### src/rtl/cache_seq_pkg.sv
// Shared definitions for the cache access sequencer and the cache top level.
// Holds the sequencer state encoding and the default bus widths, so both
// sides of the cache interface agree on address, data and counter sizes.
package cache_seq_pkg;

  localparam int ADDR_W = 15;
  localparam int DATA_W = 32;
  localparam int CNT_W  = 16;

  typedef enum logic [1:0] {
    ST_IDLE = 2'd0,
    ST_RUN  = 2'd1,
    ST_DONE = 2'd2
  } state_e;

endpackage

### src/rtl/cache_access_sequencer.sv
// cache_access_sequencer
// Walks a programmed range of word addresses into the direct-mapped cache,
// advancing on every completion beat. It sums the returned data and sorts
// each access into hit or miss by its latency in cycles.
//
// Ports:
//   clk, rst         clock, synchronous active-high reset
//   start            begin a run (accepted in IDLE or DONE only)
//   baseAddr         first word address of the run
//   numAccesses      number of accesses; 0 finishes immediately
//   outData          read data from the cache, valid with outDataReady
//   outDataReady     completion beat
//   increment        controller advance strobe, cross-checked against the beat
//   address          address presented to the cache
//   busy / done      high in RUN / DONE
//   dataSum          wrapping sum of all beats of the run
//   hitCount         saturating count of accesses with latency <= HIT_MAX_CYC
//   missCount        saturating count of the remaining accesses
//   protocolErr      sticky flag: increment and outDataReady disagreed in RUN
module cache_access_sequencer #(
  parameter int ADDR_W      = cache_seq_pkg::ADDR_W,
  parameter int DATA_W      = cache_seq_pkg::DATA_W,
  parameter int CNT_W       = cache_seq_pkg::CNT_W,
  parameter int HIT_MAX_CYC = 1
) (
  input  logic              clk,
  input  logic              rst,
  input  logic              start,
  input  logic [ADDR_W-1:0] baseAddr,
  input  logic [CNT_W-1:0]  numAccesses,
  input  logic [DATA_W-1:0] outData,
  input  logic              outDataReady,
  input  logic              increment,
  output logic [ADDR_W-1:0] address,
  output logic              busy,
  output logic              done,
  output logic [DATA_W-1:0] dataSum,
  output logic [CNT_W-1:0]  hitCount,
  output logic [CNT_W-1:0]  missCount,
  output logic              protocolErr
);

  import cache_seq_pkg::*;

  localparam logic [CNT_W-1:0]  CNT_ONE  = {{(CNT_W-1){1'b0}}, 1'b1};
  localparam logic [ADDR_W-1:0] ADDR_ONE = {{(ADDR_W-1){1'b0}}, 1'b1};
  // lat_q holds (latency - 1) of the access in flight, so "latency <= HIT_MAX_CYC"
  // becomes "lat_q < HIT_MAX_CYC" and cannot overflow at saturation.
  localparam logic [CNT_W-1:0]  HIT_LIM  = CNT_W'(HIT_MAX_CYC);

  function automatic logic [CNT_W-1:0] sat_inc(input logic [CNT_W-1:0] v);
    return (&v) ? v : v + CNT_ONE;
  endfunction

  state_e            state_q, state_d;
  logic [ADDR_W-1:0] addr_q, addr_d;
  logic [CNT_W-1:0]  rem_q, rem_d;
  logic [CNT_W-1:0]  lat_q, lat_d;
  logic [DATA_W-1:0] sum_q, sum_d;
  logic [CNT_W-1:0]  hit_q, hit_d;
  logic [CNT_W-1:0]  miss_q, miss_d;
  logic              perr_q, perr_d;

  always_comb begin
    state_d = state_q;
    addr_d  = addr_q;
    rem_d   = rem_q;
    lat_d   = lat_q;
    sum_d   = sum_q;
    hit_d   = hit_q;
    miss_d  = miss_q;
    perr_d  = perr_q;

    case (state_q)
      ST_IDLE, ST_DONE: begin
        if (start) begin
          sum_d  = '0;
          hit_d  = '0;
          miss_d = '0;
          perr_d = 1'b0;
          lat_d  = '0;
          if (numAccesses != '0) begin
            addr_d  = baseAddr;
            rem_d   = numAccesses;
            state_d = ST_RUN;
          end else begin
            state_d = ST_DONE;
          end
        end
      end

      ST_RUN: begin
        if (increment ^ outDataReady) perr_d = 1'b1;
        if (outDataReady) begin
          sum_d = sum_q + outData;
          if (lat_q < HIT_LIM) hit_d  = sat_inc(hit_q);
          else                 miss_d = sat_inc(miss_q);
          lat_d = '0;
          rem_d = rem_q - CNT_ONE;
          // The final beat leaves the last issued address on the bus.
          if (rem_q == CNT_ONE) state_d = ST_DONE;
          else                  addr_d  = addr_q + ADDR_ONE;
        end else begin
          lat_d = sat_inc(lat_q);
        end
      end

      default: state_d = ST_IDLE;
    endcase
  end

  always_ff @(posedge clk) begin
    if (rst) begin
      state_q <= ST_IDLE;
      addr_q  <= '0;
      rem_q   <= '0;
      lat_q   <= '0;
      sum_q   <= '0;
      hit_q   <= '0;
      miss_q  <= '0;
      perr_q  <= 1'b0;
    end else begin
      state_q <= state_d;
      addr_q  <= addr_d;
      rem_q   <= rem_d;
      lat_q   <= lat_d;
      sum_q   <= sum_d;
      hit_q   <= hit_d;
      miss_q  <= miss_d;
      perr_q  <= perr_d;
    end
  end

  assign address     = addr_q;
  assign busy        = (state_q == ST_RUN);
  assign done        = (state_q == ST_DONE);
  assign dataSum     = sum_q;
  assign hitCount    = hit_q;
  assign missCount   = miss_q;
  assign protocolErr = perr_q;

endmodule

### config.mk
export PLATFORM = sky130hd
export DESIGN_NAME = cache_access_sequencer
export DESIGN_NICKNAME = d
export VERILOG_FILES = /design/src/rtl/cache_seq_pkg.sv /design/src/rtl/cache_access_sequencer.sv
export SDC_FILE = /design/constraint.sdc
export NUM_CORES = 1
export LEC_CHECK = 0
export ABC_AREA = 1
export ABC_CLOCK_PERIOD_IN_PS = 2100
export BUFFER_PORTS_ARGS = -buffer_cell sky130_fd_sc_hd__buf_2
export CORE_UTILIZATION = 35
export CTS_BUF_LIST = sky130_fd_sc_hd__clkbuf_4 sky130_fd_sc_hd__clkbuf_8 sky130_fd_sc_hd__clkbuf_16
export CTS_CLUSTER_DIAMETER = 100
export DETAILED_ROUTE_END_ITERATION = 10
export PLACE_DENSITY = 0.6
export SLEW_MARGIN = 20
export SYNTH_ARGS = -nofsm -noshare
export SYNTH_HDL_FRONTEND = slang
export SYNTH_SLANG_ARGS = --single-unit
### constraint.sdc
create_clock -name clk -period 2.1 [get_ports clk]
set_input_delay 0.105 -clock clk [delete_from_list [all_inputs] [get_ports clk]]
set_output_delay 0.105 -clock clk [all_outputs]
set_load 0.02 [all_outputs]
==> reports/qor.csv <==
stage;metric;value;unit
logic_synthesis;ys_ff_latch;114;
die;initial_utilization;0.359;
hold_path;holdPathEnd;dataSum[5]$_SDFFE_PP0P_;
final_layout;fillers;2610;
hold_path;min_from;rst;
cts;clock_sinks;114;
cts;cts_root_buf;clkbuf_16;
timing;post-route-period-util;0.917;
worst_setup_path;worst_setup_path_start_kind;flip-flop;
power;ir_drop;0.000376;V
cts;path_clk_slew;0.06;ns
die;rows;56;
power;powerDensity;676;nW/um^2
logic_synthesis;synth_edf_count;0;
final_layout;mostFrequentLayoutCell;nand2_1;
timing;tns;0;ns
final_layout;final_area;10400;sq um
logic_synthesis;ys_warn_count;0;
status;status;complete, no violations;
logic_synthesis;synth_cell_types;42;
timing;drv_slew;0;
logic_synthesis;postSynthNetCount;1572;
route;drt-total-wl;25100;um
power;power_leakage;5.22;nW
place;place_area;9680;sq um
final_layout;layout.nets;1737;
cts;cts_max_level;4;
logic_synthesis;synth_ff_type;dfxtp_1;
flow_run;max-cap-violations;0;
global_routing;grt_util_all_layers;0.206;
place;numPortBuffers;149;
timing;finalSetupViolCount;0;
hold_path;hold_path_depth;2;
logic_synthesis;yosysSeqAreaShare;0.269;
route;via_count;9453;
cts;cts_buffers;17;
timing;fmax;519;MHz
final_layout;final_cell_mix;nand2_1, nor2_1, inv_1;
global_routing;antenna_found_initial;1;
logic_synthesis;syn-cell-area;8480;sq um
worst_setup_path;reg2reg_to;dataSum[20]$_SDFFE_PP0P_;
worst_setup_path;cp-end-kind;flip-flop;
die;die_y;158;um
cts;clk-insertion-delay-late;0.42;ns
timing;finalClockSkew;0.0178;ns
timing;rsz0062_at_grt;no;
cts;tritoncts;built;
logic_synthesis;async_flop_share;0;
die;core;23600;sq um
timing;slew_headroom;0.352;
route;wl_per_cell;12.8;um
cts;postCtsSetupRepairBufs;0;
route;drc;0;
hold_path;worst_hold_path_type;input port to flip-flop;
timing;hold_violations;0;
timing;period_needed;1.93;ns
global_routing;grt_remaining_overflow;0;
route;drtIter0Drc;523;
place;routabilityCongestion;0.914;
final_layout;drive_gt1_frac;0.143;
timing;worst_pin_slew;0.969;ns
global_routing;grt_pass1_vias;8583;
worst_setup_path;required;2.40;ns
route;ant_nets;0;
die;die_width;158;um
logic_synthesis;synthCells;1465;
logic_synthesis;avgSynthCellArea;5.79;sq um
route;first_pass_iters;5;
worst_setup_path;reg2reg_slack;0.17;ns
route;via_per_inst;4.82;
final_layout;antenna_cells;0;
cts;clock_path_buffers;2;
worst_setup_path;ff2ff_path_depth;13;
worst_setup_path;r2r-start;dataSum[0]$_SDFFE_PP0P_;
die;io_pins;150;
place;hpwl;19300;um
global_routing;grt_max_degree;43;
global_routing;grt_pass1_wl;41200;um
worst_setup_path;worstSetupPathType;flip-flop to flip-flop;
die;die_area;24900;sq um
final_layout;area_growth;22.4;%
worst_setup_path;critical_path.max_fanout;4;
worst_setup_path;arrival;2.22;ns
[final cells by class]
cell class | count | area [sq um] | share of cell area
clock buffers | 18 | 439 | 0.0423
multi-input cells | 1123 | 5290 | 0.510
clock inverters | 13 | 210 | 0.0202
inverters | 194 | 731 | 0.0704
flip-flops and latches | 114 | 2280 | 0.220
repair buffers | 180 | 1030 | 0.0988
well taps | 319 | 399 | 0.0384
[per-stage QoR]
| step | cells | hold slack [ns] | utilization | total power [mW] | setup slack, ns |
|---|---|---|---|---|---|
| 6_report | 1961 | 0.0198 | 0.440 | 7.02 | 0.175 |
| 5_1_grt | 1961 | 0.0201 | 0.440 | 7.36 | 0.00547 |
| 4_1_cts | 1961 | 0.00836 | 0.439 | 7.08 | 0.128 |
| 3_5_place_dp | 1926 | 0.416 | 0.410 | 3.81 | 0.141 |
| 3_3_place_gp | 1926 | 0.418 | 0.410 | 3.80 | 0.166 |
| 2_1_floorplan | 1465 | 0.305 | - | 3.37 | 0.191 |
[cell families (layout without fill, tap and decap cells)]
kind of cell	count (synthesis)	in the layout	synth area share
xor+xnor	23	23	0.0238
compound gates	175	175	0.107
flops	114	114	0.269
buf+inv	228	405	0.108
simple gates	886	886	0.434
fa+ha+maj	39	39	0.0584
[Yosys cell counts, drive strengths merged, types with 18 or more instances]
| cell | count | area [sq um] |
|---|---|---|
| nor2 | 209 | 833 |
| o21ai | 72 | 360 |
| inv | 194 | 731 |
| ha | 38 | 475 |
| nand2 | 506 | 1920 |
| xor2 | 18 | 158 |
| buf | 20 | 129 |
| a21oi | 89 | 445 |
| nand3 | 96 | 485 |
| dfxtp | 114 | 2280 |
| nor3 | 32 | 165 |
| nand4 | 22 | 138 |
[report_power, final]
part           leakage, nW  switching (mW)  total, mW  internal, mW
Combinational         3.99           0.914       1.40         0.482
Sequential           0.927           0.111       2.38          2.27
Clock                0.300            1.11       3.24          2.13
Total                 5.22            2.14       7.02          4.88
[state kept, by name, indices dropped and copies added (netlist names)]
name         flops
missCount       16
protocolErr      1
dataSum         32
state_q          2
lat_q           16
address         15
rem_q           16
hitCount        16
[worst max-delay path, cell delays in order, from the launching register on]
cell	delay (ns)
dfxtp_1	0.35
ha_1	0.17
inv_1	0.05
fa_1	0.39
inv_2	0.10
nand3_1	0.08
nand3_2	0.10
nand3_1	0.07
nand3_1	0.16
nand2_1	0.10
nand2_1	0.07
nand2_1	0.04
nand3_1	0.07
nand2_1	0.06
[metal layers]
| layer | wire [um] | vias to the layer above | global-route usage | share of wire |
|---|---|---|---|---|
| li1 | - | 4967 | - | - |
| met1 | 11900 | 4206 | 0.267 | 0.47 |
| met2 | 11300 | 248 | 0.343 | 0.45 |
| met3 | 1450 | 30 | 0.0394 | 0.058 |
| met4 | 399 | 2 | 0.0633 | 0.016 |
| met5 | 8 | - | 0 | 0.00032 |
[worst max path at each step]
stage,cells after the start,endpoint,startpoint,slack [ns]
after floorplan,13,dataSum[28]$_SDFFE_PP0P_,dataSum[0]$_SDFFE_PP0P_,0.19
after global placement,12,dataSum[23]$_SDFFE_PP0P_,dataSum[5]$_SDFFE_PP0P_,0.17
after detailed placement,13,dataSum[20]$_SDFFE_PP0P_,dataSum[0]$_SDFFE_PP0P_,0.14
after CTS,13,dataSum[20]$_SDFFE_PP0P_,dataSum[0]$_SDFFE_PP0P_,0.13
after global routing,13,dataSum[16]$_SDFFE_PP0P_,dataSum[0]$_SDFFE_PP0P_,0.005
final,13,dataSum[20]$_SDFFE_PP0P_,dataSum[0]$_SDFFE_PP0P_,0.17
[timing repair]
action,in CTS,in global routing
setup endpoints to repair,0,4
hold buffers,4,0
resized for setup,0,3
hold endpoints to repair,4,0
(Power assumes the default switching activity.)
